--- config.mk ---
export PLATFORM = sky130hd
export DESIGN_NAME = pc_sequencer
export DESIGN_NICKNAME = d
export VERILOG_FILES = /design/src/rtl/pc_sequencer.sv
export SDC_FILE = /design/constraint.sdc
export NUM_CORES = 1
export LEC_CHECK = 0
export ABC_AREA = 1
export CORE_ASPECT_RATIO = 1.75
export CORE_MARGIN = 4
export CORE_UTILIZATION = 56
export CTS_BUF_LIST = sky130_fd_sc_hd__clkbuf_2 sky130_fd_sc_hd__clkbuf_4 sky130_fd_sc_hd__clkbuf_8
export DETAILED_ROUTE_END_ITERATION = 12
export PLACE_DENSITY = 0.82
export SKIP_CTS_REPAIR_TIMING = 1
export SYNTH_ARGS = -nofsm -noshare
export SYNTH_HDL_FRONTEND = slang
export SYNTH_SLANG_ARGS = --single-unit
--- constraint.sdc ---
create_clock -name clk -period 2.55 [get_ports clk]
set_clock_uncertainty 0.15 [all_clocks]
set_input_delay 0.51 -clock clk [delete_from_list [all_inputs] [get_ports clk]]
set_output_delay 0.51 -clock clk [all_outputs]
set_load 0.005 [all_outputs]
--- src/rtl/pc_sequencer.sv ---
// pc_sequencer: program counter with conditional jump/call/return, a
// return-address stack and a halt latch. One command resolves per clock.
module pc_sequencer #(
    parameter int ADDR_WIDTH  = 8,
    parameter int STACK_DEPTH = 4,
    parameter int SP_WIDTH    = $clog2(STACK_DEPTH + 1)
) (
    input  logic                  clk,
    input  logic                  reset,
    input  logic                  pc_inc,
    input  logic                  pc_load,
    input  logic                  call,
    input  logic                  ret,
    input  logic                  halt_req,
    input  logic [2:0]            cond,
    input  logic [ADDR_WIDTH-1:0] target,
    input  logic                  flag_zero,
    input  logic                  flag_carry,
    input  logic                  flag_negative,
    output logic [ADDR_WIDTH-1:0] pc_out,
    output logic                  taken,
    output logic                  halted,
    output logic [SP_WIDTH-1:0]   sp_count,
    output logic                  stack_overflow,
    output logic                  stack_underflow
);

    // Stack index width; a one-entry stack still needs a one-bit index.
    localparam int IDX_W = (STACK_DEPTH > 1) ? $clog2(STACK_DEPTH) : 1;
    localparam logic [SP_WIDTH-1:0]   SP_FULL = SP_WIDTH'(STACK_DEPTH);
    localparam logic [SP_WIDTH-1:0]   SP_ONE  = SP_WIDTH'(1);
    localparam logic [ADDR_WIDTH-1:0] PC_ONE  = ADDR_WIDTH'(1);

    typedef enum logic {
        ST_RUN,
        ST_HALTED
    } state_t;

    state_t                state_q, state_d;
    logic [ADDR_WIDTH-1:0] pc_q, pc_d;
    logic [SP_WIDTH-1:0]   sp_q, sp_d;
    logic                  taken_q, taken_d;
    logic                  ovf_q, ovf_d;
    logic                  unf_q, unf_d;

    // Entries at or above sp_q are stale and never read.
    logic [ADDR_WIDTH-1:0] stack_mem [STACK_DEPTH];
    logic                  push;
    logic [IDX_W-1:0]      push_idx;
    logic [IDX_W-1:0]      top_idx;

    logic                  cond_sel;
    logic                  cond_true;
    logic [ADDR_WIDTH-1:0] pc_plus1;

    assign push_idx = IDX_W'(sp_q);
    assign top_idx  = IDX_W'(sp_q - SP_ONE);
    assign pc_plus1 = pc_q + PC_ONE;

    // Condition decode: select a flag term, cond[2] inverts it.
    always_comb begin
        cond_sel = 1'b1;
        case (cond[1:0])
            2'b00:   cond_sel = 1'b1;
            2'b01:   cond_sel = flag_zero;
            2'b10:   cond_sel = flag_carry;
            default: cond_sel = flag_negative;
        endcase
        cond_true = cond[2] ^ cond_sel;
    end

    // Next-state and command resolution, priority halt > ret > call > load > inc.
    // A call/load whose condition is false falls through to pc_inc only;
    // a true call with a full stack does nothing but raise the overflow flag.
    always_comb begin
        state_d = state_q;
        pc_d    = pc_q;
        sp_d    = sp_q;
        taken_d = 1'b0;
        ovf_d   = ovf_q;
        unf_d   = unf_q;
        push    = 1'b0;
        if (state_q == ST_RUN) begin
            if (halt_req) begin
                state_d = ST_HALTED;
            end else if (ret) begin
                if (sp_q != '0) begin
                    pc_d    = stack_mem[top_idx];
                    sp_d    = sp_q - SP_ONE;
                    taken_d = 1'b1;
                end else begin
                    unf_d = 1'b1;
                end
            end else if (call) begin
                if (cond_true) begin
                    if (sp_q < SP_FULL) begin
                        push    = 1'b1;
                        pc_d    = target;
                        sp_d    = sp_q + SP_ONE;
                        taken_d = 1'b1;
                    end else begin
                        ovf_d = 1'b1;
                    end
                end else if (pc_inc) begin
                    pc_d = pc_plus1;
                end
            end else if (pc_load) begin
                if (cond_true) begin
                    pc_d    = target;
                    taken_d = 1'b1;
                end else if (pc_inc) begin
                    pc_d = pc_plus1;
                end
            end else if (pc_inc) begin
                pc_d = pc_plus1;
            end
        end
    end

    // State and output registers with synchronous active-low reset.
    always_ff @(posedge clk) begin
        if (!reset) begin
            state_q <= ST_RUN;
            pc_q    <= '0;
            sp_q    <= '0;
            taken_q <= 1'b0;
            ovf_q   <= 1'b0;
            unf_q   <= 1'b0;
        end else begin
            state_q <= state_d;
            pc_q    <= pc_d;
            sp_q    <= sp_d;
            taken_q <= taken_d;
            ovf_q   <= ovf_d;
            unf_q   <= unf_d;
        end
    end

    // Return-address push; the current PC is already the return address.
    always_ff @(posedge clk) begin
        if (reset && push) begin
            stack_mem[push_idx] <= pc_q;
        end
    end

    assign pc_out          = pc_q;
    assign taken           = taken_q;
    assign halted          = (state_q == ST_HALTED);
    assign sp_count        = sp_q;
    assign stack_overflow  = ovf_q;
    assign stack_underflow = unf_q;

endmodule
==> flow_summary.json, run 1 <==
{
  "grt_pass1_vias": 2028,
  "seq_power_share": 0.535,
  "ant_nets": 0,
  "peakVddDrop_uv": 474,
  "cts.path.max_buffers": 2,
  "finalCriticalPeriod_ns": 2.14,
  "vias": 2082,
  "post_drt_wl_per_cell_um": 15.2,
  "grt_max_degree": 21,
  "dp_hpwl_um": 4350,
  "yosys-top-cells-count": "nand2_1, nor2_1, inv_1, edfxtp_1, o21ai_0",
  "power.total_mw": 1.60,
  "power.density_nw_per_um2": 540,
  "gr-max-usage-layer": "met2",
  "drt_iter0_drc": 93,
  "synthTopCellsByArea": "edfxtp_1, dfxtp_1, nand2_1, nor2_1, inv_1",
  "diodes": 0,
  "final_core_util": 0.707,
  "cts_tree": "done",
  "layout-drive-gt1-share": 0.103,
  "switching_share": 0.278,
  "drc": 0,
  "required_ns": 2.63,
  "synth_warnings": 0,
  "use_met1": 0.237,
  "cts_inserted_buffers": 5,
  "syn2layout_area_growth_pct": 20.8,
  "r2r_slack_ns": 0.41,
  "status": "finished clean",
  "dr.pass1.iters": 5,
  "clk_pin_slew_worst_paths_ns": 0.09,
  "synthFlopType": "edfxtp_1",
  "synth-seq-cells": 47,
  "end_kind": "register",
  "p_int_mw": 1.16,
  "worst_setup_path_start_kind": "register",
  "p_clk_frac": 0.279,
  "h-tree-depth": 2,
  "max_slew_margin": 0.693,
  "whs_ns": 0.321,
  "rows": 31,
  "async_flop_share": 0,
  "synthesis.area_um2": 2450,
  "clkSinkCount": 47,
  "grt_pass1_wl_um": 9420,
  "routed_wirelength_um": 5760,
  "die_h_um": 95.5,
  "place_ws_ns": 0.120,
  "start_util": 0.585,
  "timing.max_cap.violations": 0,
  "max_stage_delay_ns": 0.58,
  "grt_util_met3": 0.0339,
  "net-switching-power_mw": 0.445,
  "tightest_slew_ns": 0.460,
  "critPathKind": "register to register",
  "overflow": 0,
  "synth_top_cell_by_area": "edfxtp_1",
  "grtUsageTotal": 0.227,
  "comb_power_share": 0.186,
  "fin_crit_sh": 0.838,
  "grt.met2_usage": 0.442,
  "synth_xor_xnor_area_share": 0.0143,
  "cts_root_buffer": "clkbuf_8",
  "synth_mux_area_frac": 0,
  "synth_most_common_cell": "nand2_1",
  "crit_chain": "inv_1 -> ha_1 -> o21ai_0 -> o21ai_0 -> nor2_1 -> nor2_1 -> nand2_1 -> a21oi_1",
  "cp_max_fo": 17,
  "slowest_stage": "ha_1",
  "finalMaxSlewViolations": 0,
  "fmax_mhz": 468,
  "hold_viol": 0,
  "synth_edf_count": 32,
  "synth-compound-area-share": 0.0888,
  "syn_area_per_cell_um2": 8.60,
  "tns_ns": 0,
  "io_buffers": 35,
  "viasPerCell": 5.51,
  "worst_slack_ns": 0.412,
  "synth_top_family_by_area": "simple AND/OR/NAND/NOR gates",
  "ys_seq_area_frac": 0.514,
  "hp-class": "register to register",
  "syn_nets": 312,
  "place_congestion": 0.833,
  "synthSimpleGateAreaFrac": 0.264,
  "yosysUniqueCellTypes": 28,
  "yosysTopAreaCellShare": 0.392,
  "die_x_um": 58.0,
  "ios": 36,
  "critPathArrivalTime_ns": 2.22,
  "rsz0062_at_grt": "no",
  "clock_latency_ns": 0.30,
  "die-area_um2": 5540,
  "leakage_nw": 1.20,
  "setup_violations": 0,
  "synthAdderAreaFrac": 0.0306,
  "nets": 355,
  "core_area_um2": 4190,
  "postSynthCellCount": 285,
  "grt_antenna_before_repair": 0
}
[sequential cells by signal, indices dropped and copies added, names as in the netlist]
| name | flops |
|---|---|
| sp_count | 3 |
| pc_out | 8 |
| taken | 1 |
| stack_overflow | 1 |
| halted | 1 |
| stack_underflow | 1 |
| stack_mem | 32 |
[power by group through the flow]
stage	clock, mW	combinational [mW]	sequential [mW]
5_1_grt	0.479	0.331	0.858
6_report	0.446	0.298	0.855
2_1_floorplan	0	0.176	0.873
3_3_place_gp	0	0.290	0.873
4_1_cts	0.446	0.298	0.856
3_5_place_dp	0	0.295	0.873
[worst max-delay path: cells and delay by family, from the launching register on]
family	cells	cell delay, ns
flip-flops	1	0.41
buffers and inverters	1	0.10
AO/OA/AOI/OAI	3	0.61
adder cells (fa/ha/maj)	1	0.58
AND/OR/NAND/NOR	3	0.22
[logic make-up after synthesis]
logic type / count (synthesis)
simple gates: 142
flops: 47
buf+inv: 46
compound gates: 40
fa+ha+maj: 6
xor+xnor: 4
[layer usage]
layer  vias up  share of wire
li1       1028              -
met2        77           0.57
met4         0          0.022
met3        12          0.047
met1       965           0.36
met5         -              0
[metrics by stage]
stage | cell area, um^2 | instances
2_1_floorplan | 2450 | 285
6_report | 2960 | 378
4_1_cts | 2960 | 378
3_5_place_dp | 2870 | 370
3_3_place_gp | 2870 | 370
5_1_grt | 2960 | 378
[worst paths after layout]
check | startpoint | to | depth (start not counted)
worst max register to register | sp_count[1] | pc_out[7] | 8
worst min register to register | stack_underflow | stack_underflow | 2
worst min-delay path | stack_underflow | stack_underflow | 2
worst max-delay path | sp_count[1] | pc_out[7] | 8
[final cells by class]
| class | instances | area (um^2) |
|---|---|---|
| fill | 322 | 1230 |
| tap | 49 | 61.3 |
| inverter | 34 | 128 |
| timing repair buffer | 48 | 448 |
| clock inverter | 3 | 20.0 |
| multi-input combinational | 192 | 975 |
| sequential | 47 | 1260 |
| clock buffer | 5 | 68.8 |
[placed cells by master, fill, tap and decap left out, types with 2 or more instances in the layout]
cell,synthesis,routed
a21oi_1,13,13
buf_4,2,13
clkbuf_8,0,5
clkdlybuf4s50_1,0,35
dfxtp_1,15,15
edfxtp_1,32,32
ha_1,6,6
inv_1,33,33
nand2_1,53,53
nand2_2,4,4
nand3_1,17,17
nand3_2,2,2
nand4_1,13,13
nor2_1,46,46
nor2_2,3,3
o21ai_0,21,21
o32ai_1,3,3
xor2_1,3,3
Power figures use the tool's default switching activity.
==> run 2, diff against run 1 <==
==> constraint.sdc (replaced) <==
create_clock -name clk -period 2.2 [get_ports clk]
set_clock_uncertainty 0.15 [all_clocks]
set_input_delay 0.44 -clock clk [delete_from_list [all_inputs] [get_ports clk]]
set_output_delay 0.44 -clock clk [all_outputs]
set_load 0.005 [all_outputs]
==> run 2 against run 1 <==
  * Worst hold slack gained 0.0077 ns
  * Via count grew 2.1%
  * Power grew 17%
  * Critical path type is now input pin to register
  * Critical endpoint is now stack_mem[1][4]
==> flow_summary.json, run 2 (synthesis gave the netlist of run 1 again) <==
{
  "final_cell_mix": "nand2_1, nor2_1, clkdlybuf4s50_1, inv_1, edfxtp_1",
  "fillers": 327,
  "diodes": 0,
  "place_congestion": 0.868,
  "ios": 36,
  "largest_register_ffs": 32,
  "die-area_um2": 5540,
  "rsz0062_at_grt": "no",
  "fin_crit_sh": 0.929,
  "drc": 0,
  "hold_viol": 0,
  "routed_wirelength_um": 5750,
  "die_x_um": 58.0,
  "crit_chain": "clkdlybuf4s50_1 -> inv_1 -> nor2_1 -> nand2_1 -> nand3_2 -> nand2_4 -> nor2_4 -> nand3_2 -> nor2_1 -> buf_4",
  "clkSinkCount": 47,
  "status": "finished clean",
  "cts_inserted_buffers": 5,
  "power.total_mw": 1.88,
  "vias": 2126,
  "clock_latency_ns": 0.29,
  "grt_antenna_before_repair": 0,
  "power.density_nw_per_um2": 616,
  "finalMaxSlewViolations": 0,
  "end_kind": "register",
  "required_ns": 2.05,
  "whs_ns": 0.329,
  "critPathArrivalTime_ns": 1.89,
  "dp_hpwl_um": 4400,
  "leakage_nw": 1.25,
  "viasPerCell": 5.49,
  "peakVddDrop_uv": 599,
  "nets": 364,
  "worst_setup_path_start_kind": "input pin",
  "dr.pass1.iters": 5,
  "cts_tree": "done",
  "grt_pass1_wl_um": 9160,
  "fmax_mhz": 489,
  "post_drt_wl_per_cell_um": 14.9,
  "io_buffers": 35,
  "cts_root_buffer": "clkbuf_8",
  "cts.path.max_buffers": 2,
  "layout.cells.most_common": "nand2_1",
  "setup_violations": 0,
  "clk_pin_slew_worst_paths_ns": 0.08,
  "max_slew_margin": 0.710,
  "drt_iter0_drc": 130,
  "syn2layout_area_growth_pct": 24.2,
  "regMostFlops": "stack_mem",
  "finalCriticalPeriod_ns": 2.04,
  "layout-drive-gt1-share": 0.139,
  "tns_ns": 0,
  "grt_max_degree": 21,
  "ant_nets": 0,
  "max_stage_delay_ns": 0.48,
  "overflow": 0,
  "hp-class": "register to register",
  "die_h_um": 95.5,
  "slowest_stage": "clkdlybuf4s50_1",
  "start_util": 0.585,
  "rows": 31,
  "h-tree-depth": 2,
  "critPathKind": "input pin to register",
  "core_area_um2": 4190,
  "grtUsageTotal": 0.222,
  "tightest_slew_ns": 0.434,
  "grt_pass1_vias": 2038,
  "cp_max_fo": 8,
  "timing.max_cap.violations": 0
}
run 2: cell count changes in the layout (fill, tap and decap cells not counted), sizes merged:
cell	change
clkbuf	+2
clkinv	-1
clkinvlp	-1
buf	+9
run 2: layout make-up:
| cell class | count | area (um^2) | share of cell area |
|---|---|---|---|
| tap | 49 | 61.3 | 0.0201 |
| sequential | 47 | 1260 | 0.414 |
| inverter | 34 | 128 | 0.0419 |
| timing repair buffer | 57 | 515 | 0.169 |
| clock buffer | 7 | 90.1 | 0.0296 |
| multi-input combinational | 192 | 985 | 0.323 |
| clock inverter | 1 | 5.00 | 0.00164 |
run 2: critical path, delay by kind of cell:
family                 cells  cell delay (ns)
AND/OR/NAND/NOR            7             0.72
buffers and inverters      3             0.72
run 2: through the flow:
stage | utilization | setup slack (ns) | area, um^2 | instances
floorplan | - | 0.169 | 2450 | 285
global placement | 0.702 | -0.0860 | 2940 | 379
detailed placement | 0.702 | -0.197 | 2940 | 379
CTS | 0.725 | 0.107 | 3040 | 387
global route | 0.727 | 0.0836 | 3050 | 387
finish | 0.727 | 0.156 | 3050 | 387
run 2: routing by layer:
metal | global-route usage | routed length, um | up-vias
met5 | 0 | 0 | -
li1 | - | - | 1045
met3 | 0.0352 | 316 | 7
met1 | 0.226 | 2050 | 997
met2 | 0.418 | 3280 | 77
met4 | 0.122 | 95 | 0
run 2: path summary, 6_finish.rpt:
path / depth (start not counted) / slack [ns] / startpoint / endpoint
setup / recovery: 10 / 0.16 / cond[0] / stack_mem[1][4]
hold reg to reg: 2 / 0.33 / stack_underflow / stack_underflow
hold / removal: 2 / 0.33 / stack_underflow / stack_underflow
setup reg to reg: 8 / 0.29 / sp_count[1] / pc_out[5]
run 2: power breakdown:
| part | total [mW] | leakage [nW] | switching, mW | internal [mW] |
|---|---|---|---|---|
| sequential | 0.992 | 0.417 | 0.0261 | 0.966 |
| combinational | 0.362 | 0.786 | 0.199 | 0.164 |
| clock | 0.523 | 0.0517 | 0.257 | 0.266 |
| total | 1.88 | 1.25 | 0.482 | 1.40 |
==> RTL change (settings of run 2) <==
Register the input `target` before use, without a reset. The logic sees it one clock later. The other inputs are not delayed to match.
--- a/src/rtl/pc_sequencer.sv
+++ b/src/rtl/pc_sequencer.sv
@@ -36,4 +36,10 @@
         ST_HALTED
     } state_t;
+
+    logic [ADDR_WIDTH-1:0] target_q;
+
+    always_ff @(posedge clk) begin
+        target_q <= target;
+    end
 
     state_t                state_q, state_d;
@@ -96,5 +102,5 @@
                     if (sp_q < SP_FULL) begin
                         push    = 1'b1;
-                        pc_d    = target;
+                        pc_d    = target_q;
                         sp_d    = sp_q + SP_ONE;
                         taken_d = 1'b1;
@@ -107,5 +113,5 @@
             end else if (pc_load) begin
                 if (cond_true) begin
-                    pc_d    = target;
+                    pc_d    = target_q;
                     taken_d = 1'b1;
                 end else if (pc_inc) begin
Formal check against the unedited RTL: not equivalent (Yosys sat finds a counterexample within 4 cycles, from zero or initial values and one cycle with reset low).
==> RTL change against run 2 <==
  * Critical path depth down 2
  * Synthesized area increased by 6.5%
  * Sequential cell count grew 8
  * Fmax down 0.45%
  * Cell area grew 6.9%
  * Die area up 5.8%
  * Worst setup slack lost 9.2 ps
  * Sequential power up 16%
  * Count of clock-buffer cells in the layout decreased by 2
  * Final cell count increased by 1.3%
  * Wire length rose by 12%
  * Clock power rose by 32%
  * Total power is 21% higher
  * Non-clock buffer count is 2 higher
  * Highest routed layer unchanged
==> RTL change: results <==
group,metric,value,unit
place,post_dp_cell_area,0.003132,mm^2
pwr,p_int,1.663,mW
global_route,grt_start_max_net_pins,20,
hold_path,hold_class,"reg2reg",
synthesis,yosys_most_used_dff,"edfxtp_1",
hold_path,min_to,"stack_overflow$_SDFFE_PN0P_",
setup_path,cp.arrival,2140,ps
setup_path,rr_endpoint,"pc_out[6]$_SDFFE_PN0P_",
run_status,outcome,"completed",
detailed_routing,drt-pass1-iter-count,5,
synthesis,postSynth.asyncResetShare,0,%
clocking,cts-buffers-inserted,5,
detailed_routing,via_per_inst,5.574,
setup_path,crit_path_max_fanout,10,
synthesis,ys_types,29,
clocking,cts-root-buf,"clkbuf_8",
clocking,clockBufferDepth,2,
pwr,leakage,1.354,nW
synthesis,synth_edf_count,32,
clocking,clk_latency,310,ps
global_route,grtUsageTotal,24.16,%
pwr,ir_drop,0.6894,mV
setup_path,max_stage_delay,480,ps
final_layout,drive_gt1_share,16.42,%
setup_path,r2r_cells,8,
final_layout,largest_reg_flops,32,
setup_path,cp_top_family,"compound AO/OA/AOI/OAI gates",
sta,tightest_slew,388.1,ps
setup_path,critPathLaunch,"sp_count[1]$_SDFFE_PN0P_",
clocking,htreeDepth,2,
synthesis,synth_seq_area_share,54.41,%
global_route,antenna_found_initial,0,
setup_path,reg2reg_slack,150,ps
clocking,clkTransAtPathRegs,100,ps
place,portBuffers,35,
setup_path,slowest_stage,"ha_1",
place,post-dp-hpwl,4.949,mm
synthesis,synthTopCellsByCount,"nand2_1 (53), nor2_1 (34), edfxtp_1 (32)",
global_route,grt_first_pass_wirelength,10.46,mm
final_layout,antenna_cells,0,
synthesis,synth_area_leaders,"edfxtp_1 (37%), dfxtp_1 (18%), nand2_1 (7.6%)",
hold_path,holdPathStages,2,
detailed_routing,drt-initial-drc-count,77,
sta,final-setup-viol-count,0,
detailed_routing,wl,6.436,mm
place,gp_congestion,0.8665,
synthesis,synth_nets,311,
hold_path,hold_start,"stack_overflow$_SDFFE_PN0P_",
global_route,grt_pass1_vias,2216,
synthesis,synth_warnings,0,
final_layout,fin_nets,367,
## RTL change: cell count changes after synthesis, sizes merged, moves of 2 or more
cell / delta
o32ai: -3
nor2: -10
nand2: +4
dfxtp: +8
o22ai: +7
nand3: -2
o21ai: -3
## RTL change: cell type report
class                           instances  area, um^2
Clock buffer                            5       68.82
Timing Repair Buffer                   59       543.0
Fill cell                             311        1189
Tap cell                               51       63.81
Clock inverter                          3       47.55
Inverter                               34       127.6
Multi-Input combinational cell        185       983.4
Sequential cell                        55        1421
## RTL change: power groups by stage
| stage | Clock (mW) | Sequential (mW) | Combinational (mW) |
|---|---|---|---|
| detailed placement | 0 | 1.18 | 0.431 |
| finish | 0.692 | 1.15 | 0.434 |
| global placement | 0 | 1.18 | 0.419 |
| CTS | 0.698 | 1.15 | 0.434 |
| global route | 0.739 | 1.16 | 0.483 |
| floorplan | 0 | 1.18 | 0.235 |
## RTL change: logic make-up after synthesis
| kind of cell | count (synthesis) | share of synthesized area [%] |
|---|---|---|
| AOI/OAI and AO/OA | 40 | 8.094 |
| adders and majority gates | 6 | 2.873 |
| xor gates and xnor gates | 5 | 1.676 |
| buffers and inverters | 44 | 7.949 |
| DFF | 55 | 54.41 |
| and+or+nand+nor | 134 | 25.00 |
## RTL change: per-layer routing
| layer | track usage [%] | up-vias | part of all wire (%) | wire (um) |
|---|---|---|---|---|
| li1 | - | 1055 | - | - |
| met4 | 12.12 | 0 | 3.9 | 249 |
| met1 | 25.32 | 1019 | 33 | 2133 |
| met3 | 3.307 | 21 | 5.3 | 342 |
| met5 | 0 | - | 0 | 0 |
| met2 | 44.40 | 90 | 58 | 3711 |
## RTL change: through the flow
stage / cells / util (%) / worst slack, ps / hold slack, ps / power, mW
floorplan: 284 / - / 145.0 / 295.5 / 1.416
global placement: 383 / 70.47 / -119.0 / 296.5 / 1.596
detailed placement: 383 / 70.47 / -194.4 / 300.2 / 1.609
CTS: 391 / 73.09 / 128.6 / 331.4 / 2.287
global route: 392 / 73.25 / 12.08 / 368.9 / 2.381
finish: 392 / 73.25 / 147.1 / 330.0 / 2.280
## RTL change: worst max-delay path by stage
| stage | cells past startpoint | end | slack (ps) |
|---|---|---|---|
| 4_1_cts | 8 | pc_out[6]$_SDFFE_PN0P_ | 130 |
| 5_1_grt | 11 | stack_mem[0][4]$_DFFE_PP_ | 10 |
| 3_3_place_gp | 10 | stack_mem[0][2]$_DFFE_PP_ | -120 |
| 2_1_floorplan | 10 | stack_mem[1][0]$_DFFE_PP_ | 140 |
| 3_5_place_dp | 10 | stack_mem[0][0]$_DFFE_PP_ | -190 |
| 6_report | 8 | pc_out[6]$_SDFFE_PN0P_ | 150 |
